## src/rtl/dtw_result_collector.sv

```systemverilog
// dtw_result_collector: drains the 3-word DTW result records {qid, position, minval}
// from the result FIFO, presents each one on a valid/ready port with a threshold-hit
// flag, and keeps best-hit registers plus saturating record/hit counters.
//
// Ports
//   clk, rst_n        clock, asynchronous active-low reset
//   enable            permit new FIFO reads
//   clear             synchronous clear of counters, best registers, frame_err
//   threshold         a record is a hit when minval < threshold
//   fifo_rden         FIFO read enable (combinational)
//   fifo_empty        FIFO empty flag
//   fifo_data         FIFO data, valid the cycle after an accepted read
//   rec_valid/ready   record handshake
//   rec_qid, rec_position, rec_minval, rec_hit   record payload
//   best_valid, best_qid, best_position, best_minval   lowest-cost hit so far
//   rec_count, hit_count   accepted records / accepted hits (saturating)
//   frame_err         sticky: upper bits of the minval word were nonzero
//   busy              partial record held or record pending

module dtw_result_collector #(
  parameter int unsigned axi_dwidth = 32,
  parameter int unsigned dtw_dwidth = 16,
  parameter int unsigned CNT_WIDTH  = 32
) (
  input  logic                  clk,
  input  logic                  rst_n,
  input  logic                  enable,
  input  logic                  clear,
  input  logic [dtw_dwidth-1:0] threshold,
  output logic                  fifo_rden,
  input  logic                  fifo_empty,
  input  logic [axi_dwidth-1:0] fifo_data,
  output logic                  rec_valid,
  input  logic                  rec_ready,
  output logic [axi_dwidth-1:0] rec_qid,
  output logic [axi_dwidth-1:0] rec_position,
  output logic [dtw_dwidth-1:0] rec_minval,
  output logic                  rec_hit,
  output logic                  best_valid,
  output logic [axi_dwidth-1:0] best_qid,
  output logic [axi_dwidth-1:0] best_position,
  output logic [dtw_dwidth-1:0] best_minval,
  output logic [CNT_WIDTH-1:0]  rec_count,
  output logic [CNT_WIDTH-1:0]  hit_count,
  output logic                  frame_err,
  output logic                  busy
);

  localparam logic [1:0] S_REQ = 2'd0;
  localparam logic [1:0] S_CAP = 2'd1;
  localparam logic [1:0] S_OUT = 2'd2;

  logic [1:0]            state, state_nxt;
  logic [1:0]            widx, widx_nxt;
  logic                  cap_en;
  logic                  last_word;
  logic                  accept;
  logic [axi_dwidth-1:0] slot_qid;
  logic [axi_dwidth-1:0] slot_pos;
  logic [dtw_dwidth-1:0] word_minval;
  logic                  word_upper_nz;

  assign accept        = rec_valid & rec_ready;
  assign last_word     = (widx == 2'd2);
  assign word_minval   = fifo_data[dtw_dwidth-1:0];
  assign word_upper_nz = |fifo_data[axi_dwidth-1:dtw_dwidth];

  // State register
  always_ff @(posedge clk or negedge rst_n) begin
    if (!rst_n) begin
      state <= S_REQ;
      widx  <= 2'd0;
      busy  <= 1'b0;
    end else begin
      state <= state_nxt;
      widx  <= widx_nxt;
      busy  <= (widx_nxt != 2'd0) | (state_nxt != S_REQ);
    end
  end

  // Next-state, read request and capture strobe
  always_comb begin
    state_nxt = state;
    widx_nxt  = widx;
    fifo_rden = 1'b0;
    cap_en    = 1'b0;
    case (state)
      S_REQ: begin
        if (enable && !fifo_empty) begin
          fifo_rden = 1'b1;
          state_nxt = S_CAP;
        end
      end
      S_CAP: begin
        cap_en = 1'b1;
        if (last_word) begin
          widx_nxt  = 2'd0;
          state_nxt = S_OUT;
        end else begin
          widx_nxt  = widx + 2'd1;
          state_nxt = S_REQ;
        end
      end
      S_OUT: begin
        if (rec_ready) state_nxt = S_REQ;
      end
      default: state_nxt = S_REQ;
    endcase
  end

  // Word slots and the presented record
  always_ff @(posedge clk or negedge rst_n) begin
    if (!rst_n) begin
      slot_qid     <= '0;
      slot_pos     <= '0;
      rec_valid    <= 1'b0;
      rec_qid      <= '0;
      rec_position <= '0;
      rec_minval   <= '0;
      rec_hit      <= 1'b0;
    end else if (cap_en) begin
      case (widx)
        2'd0: slot_qid <= fifo_data;
        2'd1: slot_pos <= fifo_data;
        default: begin
          rec_qid      <= slot_qid;
          rec_position <= slot_pos;
          rec_minval   <= word_minval;
          rec_hit      <= (word_minval < threshold);
          rec_valid    <= 1'b1;
        end
      endcase
    end else if (accept) begin
      rec_valid <= 1'b0;
    end
  end

  // Statistics; clear takes priority over a same-cycle accept or frame error
  always_ff @(posedge clk or negedge rst_n) begin
    if (!rst_n) begin
      rec_count     <= '0;
      hit_count     <= '0;
      best_valid    <= 1'b0;
      best_qid      <= '0;
      best_position <= '0;
      best_minval   <= '0;
      frame_err     <= 1'b0;
    end else if (clear) begin
      rec_count     <= '0;
      hit_count     <= '0;
      best_valid    <= 1'b0;
      best_qid      <= '0;
      best_position <= '0;
      best_minval   <= '0;
      frame_err     <= 1'b0;
    end else begin
      if (cap_en && last_word && word_upper_nz) frame_err <= 1'b1;
      if (accept) begin
        if (rec_count != '1) rec_count <= rec_count + CNT_WIDTH'(1);
        if (rec_hit) begin
          if (hit_count != '1) hit_count <= hit_count + CNT_WIDTH'(1);
          // strict compare: equal-cost later hits keep the earlier record
          if (!best_valid || (rec_minval < best_minval)) begin
            best_valid    <= 1'b1;
            best_qid      <= rec_qid;
            best_position <= rec_position;
            best_minval   <= rec_minval;
          end
        end
      end
    end
  end

endmodule
```

## config.mk

```make
export PLATFORM = sky130hd
export DESIGN_NAME = dtw_result_collector
export DESIGN_NICKNAME = d
export VERILOG_FILES = /design/src/rtl/dtw_result_collector.sv
export SDC_FILE = /design/constraint.sdc
export NUM_CORES = 1
export LEC_CHECK = 0
export CAP_MARGIN = 20
export CORE_MARGIN = 1.5
export CORE_UTILIZATION = 46
export CTS_CLUSTER_SIZE = 16
export DETAILED_ROUTE_END_ITERATION = 16
export GPL_ROUTABILITY_DRIVEN = 0
export HOLD_SLACK_MARGIN = 0.02
export PLACE_DENSITY_LB_ADDON = 0.2
export SLEW_MARGIN = 5
export SYNTH_ARGS = -nofsm -noshare
export SYNTH_HDL_FRONTEND = slang
export SYNTH_SLANG_ARGS = --single-unit
export TNS_END_PERCENT = 30
```

## constraint.sdc

```tcl
create_clock -name clk -period 2.4 [get_ports clk]
set_clock_uncertainty 0.2 [all_clocks]
set_input_delay 0.48 -clock clk [delete_from_list [all_inputs] [get_ports clk]]
set_output_delay 0.48 -clock clk [all_outputs]
set_load 0.02 [all_outputs]
```

Yosys cells after proc, flatten, opt, wreduce, memory -nomap -nowiden
Index checks and enable logic that the tools add are counted.
- bits in registers: 297
- bits of input ports: 54
- output and inout bits: 230
- logic and storage cells: 95
- add/subtract/negate cells: 3
- magnitude comparators: 2
- equality and inequality tests: 7
- mux-type cells: 37
- bitwise operators: 3
- reductions and logical operators: 26
- operators with widths (operator ; number):
    2-to-1 mux 32 bit ; 15
    adder 32 x 1 -> 32 bit, second input constant ; 2
    2-to-1 mux 16 bit ; 4
    != test 32 bit, second input constant ; 2
    < comparator 16 bit ; 2
    nonzero test 2 bit ; 9
    OR reduction 16 bit ; 1
    2-to-1 mux 1 bit ; 12
    2-to-1 mux 2 bit ; 5
    AND reduction 2 bit ; 5
    one-hot mux 2 bit (3 select lines) ; 1
    AND reduction 3 bit ; 2
    == test 2 x 1 -> 1 bit, second input constant ; 2
    == test 2 bit, second input constant ; 2
    zero test 2 bit ; 2
    logical AND 1 bit ; 3
    adder 2 x 1 -> 2 bit, second input constant ; 1
    zero test 1 bit ; 2
    != test 2 bit, second input constant ; 1
    OR reduction 2 bit ; 1
    bitwise AND 1 bit ; 1
    logical OR 1 bit ; 1
    inverter 1 bit ; 1
    OR 1 bit ; 1

Longest topological paths before layout
Gate-level depths: netlist of the first run.
- word-level depth: 6
- mapped depth: 9
- mapped depth without buffers: 7

Least setup slack after synthesis of the first run
Ideal clock, no wire load.
- path kind: register -> register
- start point: register best_minval[15]
- end point: register best_minval[0]
- library setup time: 0.121 ns
- arrival: 2.415 ns
- required time: 2.079 ns
- path slack: -0.336 ns
- stages on the path, launching flop included: 9
- buffers on the path: 1
- period minus slack after synthesis: 2.736 ns
- cell sequence: dfrtp_1 > inv_1 > ha_1 > nand4_1 > or4_1 > o311ai_0 > o32ai_1 > clkbuf_1 > a22o_1
- longest elaborated chain between the ends: 4
- RTL lines (item ; line ; RTL):
    start: declaration ; 42 ; output logic [dtw_dwidth-1:0] best_minval,
    start signal: assignment ; 167 ; best_minval <= rec_minval;
    < comparator 16 bit ; 163 ; if (!best_valid || (rec_minval < best_minval)) begin
    logical OR 1 bit ; 163 ;
    nonzero test 2 bit (no source line) ; -- ;
    AND reduction 3 bit (no source line) ; -- ;
No other way between the ends.
A chain may end at the register's enable or synchronous reset.

Worst setup path in the final report of the first run
- start point: register rec_minval[15]
- end point: register best_qid[31]
- longest elaborated chain between the ends: 4
- RTL lines (item ; line ; RTL):
    start: declaration ; 37 ; output logic [dtw_dwidth-1:0] rec_minval,
    start signal: assignment ; 128 ; rec_minval <= word_minval;
    < comparator 16 bit ; 163 ;
    logical OR 1 bit ; 163 ;
    nonzero test 2 bit (no source line) ; -- ;
    AND reduction 3 bit (no source line) ; -- ;
    end signal: assignment ; 165 ; best_qid <= rec_qid;
    end: declaration ; 40 ; output logic [axi_dwidth-1:0] best_qid,
No other way between the ends.

==> impl_summary.txt, run 1 <==
----------------------------------------------------
[Outcome]
  Outcome ... finished with violations
  Failing checks ... negative setup slack

[Worst hold path]
  Worst min-delay path endpoint ... hit_count[27]
  Hold path startpoint ... clear
  Hold Path Stages ... 3
  Class of the tightest hold or removal check ... input port to flop

[Timing]
  Highest clock rate ... approximately 370 MHz
  Post-route worst setup slack ... -0.310 ns
  Worst slew slack as a fraction of its limit ... 68.1%
  Min Clock Period, post-route ... between 2 and 3 ns
  Post-route clock period utilization ... 113%
  Setup-violating endpoint count in the final report ... 80
  Smallest hold slack ... between 0.1 and 0.15 ns
  Setup repair after global routing missed its margin ... true
  Pin slew with the least headroom to its limit ... 0.478 ns
  Hold Violations, Final ... 0
  Max-slew violation total from the final report ... 0

[Global routing]
  Largest net degree at the start of global routing ... 76
  Initial antenna violation count ... 2
  Global Route Usage Sum ... between 20% and 30%
  Total gr overflow ... 0
  Number of global-route vias before repair ... between 10000 and 15000
  Wire length of the first global-routing pass ... between 50 and 60 mm

[Critical path]
  Crit start category ... flop
  Largest stage delay on the critical path ... slightly below 0.6 ns
  Kind of end point of the critical path ... flop
  Endpoint of the most critical register-to-register path ... best_qid[31]
  Arrival time worst endpoint ... between 2 and 3 ns
  Family of cells with the greatest summed delay on the critical path ... simple AND/OR/NAND/NOR gates
  Setup slack of the worst register-to-register path ... -0.31 ns
  Largest driver fanout on the critical path ... 36
  Crit path required time ... roughly 2.7 ns
  Worst path buffer plus inverter count ... 1
  Reg-to-reg startpoint ... rec_minval[15]
  Critical path class ... flop to flop
  Ordered list of cells on the worst path ... ha_4 -> nand4_1 -> or4_4 -> o311ai_4 -> o32ai_4 -> buf_12 -> a22o_1
  Cells on worst reg2reg path ... 7
  Worst path slowest cell ... sky130_fd_sc_hd__or4_4

[Finish]
  Combined area of the multi-input logic cells ... roughly 5200 um^2
  Area growth from synthesis to final layout ... 43.7%
  Leading cell type in the layout, fill and taps excluded ... sky130_fd_sc_hd__dfrtp_1
  Footprint of the flip-flops and latches ... 7440 um^2
  Top library cells by usage in the layout, fill and taps aside ... sky130_fd_sc_hd__dfrtp_1, sky130_fd_sc_hd__clkdlybuf4s50_1, sky130_fd_sc_hd__mux2_2
  Share of final-layout standard cells stronger than drive strength 1 ... about 28%
  Share of the core filled with cells in the final layout ... 66.9%
  Total of fill cells in the finished design ... between 2000 and 2500
  # nets final ... around 1500

[Drt]
  First-pass detailed-route iteration total ... 5
  Routed Wire Length ... 35.0 mm
  DRT antenna net count ... 0
  Number of DRC violations after detailed-routing iteration 0 ... between 600 and 700
  Via density per instance ... between 5 and 6
  Number of remaining DRC errors ... 0
  Total via count after detailed routing ... 10100
  Routed length per placed instance ... about 19 um

[Pwr]
  Relative contribution of sequential cells to total power ... about two fifths
  Net switching power ... about 0.0056 W
  Relative contribution of combinational cells to total power ... between 30% and 40%
  Clock network fraction of total power ... between 20% and 30%
  Max IR drop VDD ... 663 uV
  Power per unit of standard cell area ... 966 nW/um^2
  Switching share of power ... 31.5%
  Pleak ... between 8 and 9 nW
  Internal Power ... approximately 0.012 W

[Yosys]
  Async set-reset flop share out of synthesis ... 100%
  Post-synthesis cell area ... approximately 13000 um^2
  Number of instances in the synthesized netlist ... just over 1000
  Mean area per synthesized cell ... about 13 um^2
  Sequential share of the synthesized area ... between 50% and 60%
  Post-synthesis register bit count ... just under 300
  Yosys warning total ... 0
  Number of enable-type register cells in the synthesized netlist ... 0
  Number of distinct standard cells referenced by the synthesized netlist ... between 60 and 70
  Post-synth top flop ... sky130_fd_sc_hd__dfrtp_1
  Post-Synthesis Net Count ... between 1000 and 1500

[Floorplanning]
  Io pins ... between 200 and 300
  Number of cell rows ... slightly above 60
  Effective utilization at floorplan ... roughly 47%
  Horiz. Die Dim ... 171 um
  Placeable Area ... 27700 um^2
  Die Footprint ... slightly below 30000 um^2
  Chip Height ... approximately 170 um

[Clock tree]
  Clk buf depth ... 3
  Insertion delay to the later sink of the worst-skew pair ... about 0.56 ns
  Post-CTS setup repair buffer count ... 0
  Clock slew seen by the registers of the worst setup and hold paths ... 0.06 ns
  TritonCTS clock tree ... yes
  CTS buffer count ... 31
  Num Clock Sinks ... around 300
  H-Tree Level Count ... 1
  Cell at the root of the clock tree ... sky130_fd_sc_hd__clkbuf_16

[Run]
  Max_cap viols ... 0

[Placement]
  Final HPWL from detailed placement ... between 20 and 25 mm
  Count of port buffers added during placement ... roughly 280

----------------------------------------------------
state kept, by name, summed over array words and instances (netlist names), 32 cells and up:
| register | cells |
|---|---|
| slot_pos | 32 |
| rec_count | 32 |
| slot_qid | 32 |
| rec_position | 32 |
| rec_qid | 32 |
| best_position | 32 |
| hit_count | 32 |
| best_qid | 32 |
power by group through the flow:
stage	logic, W	registers [W]	clock network, W
after floorplan	0.00193	0.00814	0
after global placement	0.00556	0.00739	0
after detailed placement	0.00566	0.00743	0
after CTS	0.00570	0.00738	0.00498
after global routing	0.00605	0.00755	0.00517
final	0.00565	0.00738	0.00489
repair_timing:
action / 4_1_cts / 5_1_grt
endpoints found under the hold margin: 89 / 0
endpoints found under the setup margin: 89 / 129
resized for setup: 8 / 22
pin swaps: 30 / 3
cloned: 0 / 0
hold buffers: 1 / 0
worst max path at each step:
stage	start	end	depth (start not counted)
5_1_grt	best_minval[14]	best_position[6]	8
3_5_place_dp	enable	fifo_rden	3
3_3_place_gp	enable	fifo_rden	3
6_report	rec_minval[15]	best_qid[31]	7
2_1_floorplan	hit_count[12]	hit_count[9]	6
4_1_cts	rec_minval[15]	best_qid[31]	7
metal layers:
metal / track usage (%) / vias up / wire length [um]
met2: 38.9 / 300 / 16400
met1: 32.8 / 5125 / 15500
met4: 6.39 / 0 / 839
met5: 0 / - / 0
met3: 5.27 / 45 / 2170
li1: - / 4647 / -
tightest hold or removal path, stage by stage:
cell	delay [ns]
sky130_fd_sc_hd__buf_2	0.11
sky130_fd_sc_hd__buf_4	0.17
sky130_fd_sc_hd__a21oi_1	0.05
stage by stage:
step / power [W] / setup TNS (ns) / instances / setup WS, ns / instance area (um^2)
after global placement: 0.0129 / -26.16 / 1790 / -0.392 / 17400
after global routing: 0.0188 / -26.93 / 1848 / -0.392 / 18500
final: 0.0179 / -20.52 / 1850 / -0.310 / 18500
after floorplan: 0.0101 / -13.44 / 1027 / -0.170 / 13000
after detailed placement: 0.0131 / -32.20 / 1790 / -0.329 / 17400
after CTS: 0.0181 / -19.62 / 1848 / -0.298 / 18500
cell usage after synthesis (2+ instances only):
library cell | number | area, um^2
sky130_fd_sc_hd__nor4_1 | 6 | 37.5
sky130_fd_sc_hd__or2_2 | 2 | 12.5
sky130_fd_sc_hd__dfrtp_1 | 297 | 7430
sky130_fd_sc_hd__or4_2 | 3 | 26.3
sky130_fd_sc_hd__buf_2 | 9 | 45.0
sky130_fd_sc_hd__inv_1 | 51 | 191
sky130_fd_sc_hd__a22o_1 | 80 | 701
sky130_fd_sc_hd__nand2_1 | 27 | 101
sky130_fd_sc_hd__or4_1 | 16 | 120
sky130_fd_sc_hd__and3_1 | 4 | 25.0
sky130_fd_sc_hd__a21oi_1 | 53 | 265
sky130_fd_sc_hd__or3_2 | 4 | 30.0
sky130_fd_sc_hd__o311ai_0 | 2 | 17.5
sky130_fd_sc_hd__o31ai_1 | 14 | 105
sky130_fd_sc_hd__ha_1 | 32 | 400
sky130_fd_sc_hd__clkbuf_1 | 34 | 128
sky130_fd_sc_hd__nor3_1 | 15 | 75.1
sky130_fd_sc_hd__nand4_1 | 18 | 113
sky130_fd_sc_hd__xor2_1 | 3 | 26.3
sky130_fd_sc_hd__buf_4 | 3 | 22.5
sky130_fd_sc_hd__nor4b_1 | 3 | 26.3
sky130_fd_sc_hd__o21ai_0 | 28 | 140
sky130_fd_sc_hd__o21a_1 | 3 | 22.5
sky130_fd_sc_hd__mux2_4 | 3 | 45.0
sky130_fd_sc_hd__o211ai_1 | 2 | 15.0
sky130_fd_sc_hd__o41ai_1 | 2 | 17.5
sky130_fd_sc_hd__nor3b_1 | 2 | 15.0
sky130_fd_sc_hd__a31oi_1 | 2 | 12.5
sky130_fd_sc_hd__o32ai_1 | 2 | 17.5
sky130_fd_sc_hd__and4_1 | 3 | 26.3
sky130_fd_sc_hd__nor2_1 | 40 | 150
sky130_fd_sc_hd__xnor2_1 | 4 | 35.0
sky130_fd_sc_hd__a21o_1 | 6 | 45.0
sky130_fd_sc_hd__nand3_1 | 24 | 120
sky130_fd_sc_hd__or3_1 | 23 | 144
sky130_fd_sc_hd__mux2_2 | 154 | 1730
sky130_fd_sc_hd__nand2b_1 | 7 | 43.8
sky130_fd_sc_hd__nand4b_1 | 2 | 17.5
sky130_fd_sc_hd__o2111ai_1 | 6 | 52.6
sky130_fd_sc_hd__nor2b_1 | 11 | 68.8
sky130_fd_sc_hd__nor4_4 | 2 | 42.5
cell type report:
class / instances / area share, %
timing repair buffer: 435 / 22.4
sequential: 297 / 40.1
antenna: 2 / 0.0270
multi-input combinational: 630 / 28.2
clock inverter: 16 / 0.944
clock buffer: 41 / 4.65
tap: 378 / 2.55
inverter: 51 / 1.03
logic make-up (layout without fill, tap and decap cells):
| logic type | Yosys count | in the layout | share of synthesized area, % |
|---|---|---|---|
| AND/OR/NAND/NOR | 222 | 222 | 10.1 |
| flip-flops | 297 | 297 | 57.6 |
| other | 0 | 2 | 0 |
| multiplexers | 158 | 158 | 13.9 |
| XOR/XNOR | 7 | 7 | 0.475 |
| AO/OA/AOI/OAI | 211 | 211 | 11.8 |
| buffers and inverters | 100 | 543 | 3.15 |
| adder cells (fa/ha/maj) | 32 | 32 | 3.10 |
(Power assumes the default switching activity.)
==> run 2: changes to the inputs <==
- PLACE_DENSITY: default -> 0.82
- PLACE_DENSITY_LB_ADDON: 0.2 -> default
==> run 2 against run 1 <==
The run still ends with negative setup slack left. Design area up 0.47%. Combinational power rose by 4.1%. Clock-buffer cell count is 1 lower. Register-to-register slack got worse by 0.10 ns. Critical path depth is 1 higher. First-iteration DRC count shrank 1.7%. Flip-flop and latch count is the same. Wire length rose by 7.9%. Critical path type unchanged. Critical endpoint is now best_position[4]. Largest cell class unchanged. Largest power group unchanged.
==> impl_summary.txt, run 2 (synthesized netlist as in run 1, its figures left out) <==
----------------------------------------------------
[Outcome]
  Outcome ... finished with violations (unchanged)
  Failing checks ... negative setup slack (unchanged)

[Drt]
  Total via count after detailed routing ... 10300 (was 10100)
  Number of remaining DRC errors ... 0 (unchanged)
  Routed length per placed instance ... 20.4 um (was 18.9 um)
  DRT antenna net count ... 0 (unchanged)
  First-pass detailed-route iteration total ... 5 (unchanged)
  Number of DRC violations after detailed-routing iteration 0 ... 679 (was 691)
  Via density per instance ... 5.55 (was 5.47)
  Routed Wire Length ... 37.7 mm (was 35.0 mm)

[Finish]
  Combined area of the multi-input logic cells ... 5320 um^2 (was 5240 um^2)
  Area growth from synthesis to final layout ... 44.3% (was 43.7%)
  Total of fill cells in the finished design ... 1939 (was 2089)
  Leading cell type in the layout, fill and taps excluded ... sky130_fd_sc_hd__dfrtp_1 (unchanged)
  Top library cells by usage in the layout, fill and taps aside ... sky130_fd_sc_hd__dfrtp_1, sky130_fd_sc_hd__clkdlybuf4s50_1, sky130_fd_sc_hd__mux2_2 (unchanged)
  Share of the core filled with cells in the final layout ... 67.3% (was 66.9%)
  # nets final ... 1530 (was 1532)
  Footprint of the flip-flops and latches ... 7440 um^2 (unchanged)
  Share of final-layout standard cells stronger than drive strength 1 ... 28.9% (was 28.1%)
  Final Instance Count excl. Fillers ... 1849 (was 1850)

[Pwr]
  Relative contribution of sequential cells to total power ... 41.0% (was 41.2%)
  Clock network fraction of total power ... 26.7% (was 27.3%)
  Power per unit of standard cell area ... 975 nW/um^2 (was 966 nW/um^2)
  Max IR drop VDD ... 674 uV (was 663 uV)
  Internal Power ... 0.0123 W (about the same)
  Switching share of power ... 32.1% (was 31.5%)
  Net switching power ... 0.00582 W (was 0.00564 W)
  Relative contribution of combinational cells to total power ... 32.3% (was 31.5%)
  Pleak ... 8.26 nW (was 8.29 nW)

[Placement]
  Final HPWL from detailed placement ... 25.7 mm (was 24.5 mm)
  Count of port buffers added during placement ... 283 (unchanged)
  # placed instances ... 1780 (was 1790)

[Critical path]
  Reg-to-reg startpoint ... best_minval[7] (was rec_minval[15])
  Largest driver fanout on the critical path ... 15 (was 36)
  Launching element of the worst setup path ... best_minval[7] (was rec_minval[15])
  Arrival time worst endpoint ... 3.05 ns (was 2.95 ns)
  Kind of end point of the critical path ... flop (unchanged)
  Endpoint of the most critical register-to-register path ... best_position[4] (was best_qid[31])
  Cells on worst reg2reg path ... 8 (was 7)
  Crit path required time ... 2.63 ns (was 2.65 ns)
  Setup slack of the worst register-to-register path ... -0.41 ns (was -0.31 ns)
  Crit start category ... flop (unchanged)
  Critical path class ... flop to flop (unchanged)

[Global routing]
  Global Route Usage Sum ... 24.9% (was 24.0%)
  Initial antenna violation count ... 2 (unchanged)
  Largest net degree at the start of global routing ... 124 (was 76)
  Number of global-route vias before repair ... 10600 (was 10300)
  Total gr overflow ... 0 (unchanged)
  Wire length of the first global-routing pass ... 57.1 mm (was 55.4 mm)

[Timing]
  Max-slew violation total from the final report ... 0 (unchanged)
  Hold Violations, Final ... 0 (unchanged)
  Worst slew slack as a fraction of its limit ... 52.9% (was 68.1%)
  Total Negative Setup Slacks ... -30.78 ns (was -20.52 ns)
  Setup repair after global routing missed its margin ... true (unchanged)
  Post-route clock period utilization ... 117% (was 113%)
  Pin slew with the least headroom to its limit ... 0.707 ns (was 0.478 ns)
  Setup-violating endpoint count in the final report ... 80 (unchanged)
  Min Clock Period, post-route ... 2.81 ns (was 2.71 ns)
  Highest clock rate ... 356 MHz (was 369 MHz)
  Post-route worst setup slack ... -0.412 ns (was -0.310 ns)

[Clock tree]
  Clk buf depth ... 3 (unchanged)
  Clock slew seen by the registers of the worst setup and hold paths ... 0.07 ns (was 0.06 ns)
  Insertion delay to the later sink of the worst-skew pair ... 0.55 ns (was 0.56 ns)
  TritonCTS clock tree ... yes (unchanged)
  CTS buffer count ... 31 (unchanged)
  Cell at the root of the clock tree ... sky130_fd_sc_hd__clkbuf_16 (unchanged)
  H-Tree Level Count ... 1 (unchanged)
  Num Clock Sinks ... 297 (unchanged)

[Floorplanning]
  Io pins ... 284 (unchanged)
  Number of cell rows ... 61 (unchanged)
  Effective utilization at floorplan ... 46.6% (unchanged)
  Horiz. Die Dim ... 171 um (unchanged)
  Die Footprint ... 29100 um^2 (unchanged)
  Placeable Area ... 27700 um^2 (unchanged)
  Chip Height ... 171 um (unchanged)

[Run]
  Max_cap viols ... 0 (unchanged)

[Worst hold path]
  Class of the tightest hold or removal check ... input port to asynchronous set/reset pin (was input port to flop)

----------------------------------------------------
==> run 2: changes by cell type in the layout (fill, tap and decap cells not counted), sizes merged <==
cell	previous run	this run
buf	153	150
clkinv	10	12
dlymetal6s2s	15	13
clkbuf	41	42
clkdlybuf4s50	263	264
==> run 2: worst max path at each step <==
| stage | slack, ns | cells after the start | endpoint |
|---|---|---|---|
| floorplan | -0.17 | 6 | hit_count[9] |
| global placement | -0.26 | 7 | hit_count[24] |
| detailed placement | -0.35 | 7 | best_qid[22] |
| CTS | -0.31 | 7 | best_qid[22] |
| global route | -0.45 | 8 | best_position[31] |
| finish | -0.41 | 8 | best_position[4] |
==> run 2: final cells by class <==
type | instances | share of cell area, %
clock buffers | 40 | 4.56
multi-input cells | 630 | 28.5
flip-flops and latches | 297 | 40.0
diodes | 2 | 0.0269
repair buffers | 433 | 22.4
well taps | 378 | 2.54
clock inverters | 18 | 0.994
inverters | 51 | 1.03
==> run 2: metal layers <==
layer	GRT usage (%)	share of wire, %	wire length [um]
met4	8.46	3.1	1160
met2	41.6	49	18400
met5	0	0	0
met1	32.4	42	15800
met3	4.95	6.3	2380
==> run 2: critical path: stages, from the launching register on <==
cell and delay (ns):
sky130_fd_sc_hd__dfrtp_1 0.37, sky130_fd_sc_hd__inv_1 0.08, sky130_fd_sc_hd__ha_4 0.27, sky130_fd_sc_hd__nand4_1 0.11, sky130_fd_sc_hd__or4_4 0.57, sky130_fd_sc_hd__o311ai_4 0.35, sky130_fd_sc_hd__o32ai_4 0.24, sky130_fd_sc_hd__buf_6 0.25
sky130_fd_sc_hd__a22o_1 0.25
==> run 2: metrics by stage <==
stage                     hold slack [ns]  worst slack [ns]  area, um^2  power, W
after floorplan                   -0.0156            -0.170       13000    0.0101
after global placement             0.0901            -0.264       17300    0.0129
after detailed placement           0.0882            -0.354       17300    0.0131
after CTS                           0.112            -0.310       18400    0.0181
after global routing                0.123            -0.455       18600    0.0190
final                               0.124            -0.412       18600    0.0182
==> run 2: repair_timing <==
action | CTS | global route
hold buffers | 1 | 0
hold endpoints to repair | 171 | 0
buffers inserted | 0 | 5
endpoints found under the setup margin | 106 | 123
pin swaps | 7 | 29
cloned | 0 | 3
resized for setup | 10 | 37
==> run 2: power groups by stage <==
stage	Clock, W	Combinational [W]	Sequential (W)
2_1_floorplan	0	0.00193	0.00814
3_3_place_gp	0	0.00553	0.00738
3_5_place_dp	0	0.00571	0.00744
4_1_cts	0.00493	0.00575	0.00740
5_1_grt	0.00516	0.00622	0.00760
6_report	0.00485	0.00588	0.00744
==> run 3: changes to the inputs <==
- CTS_CLUSTER_SIZE: 16 -> 20
==> results of run 3 <==
No change in the layout: final DEF, timing and power equal those of run 2.
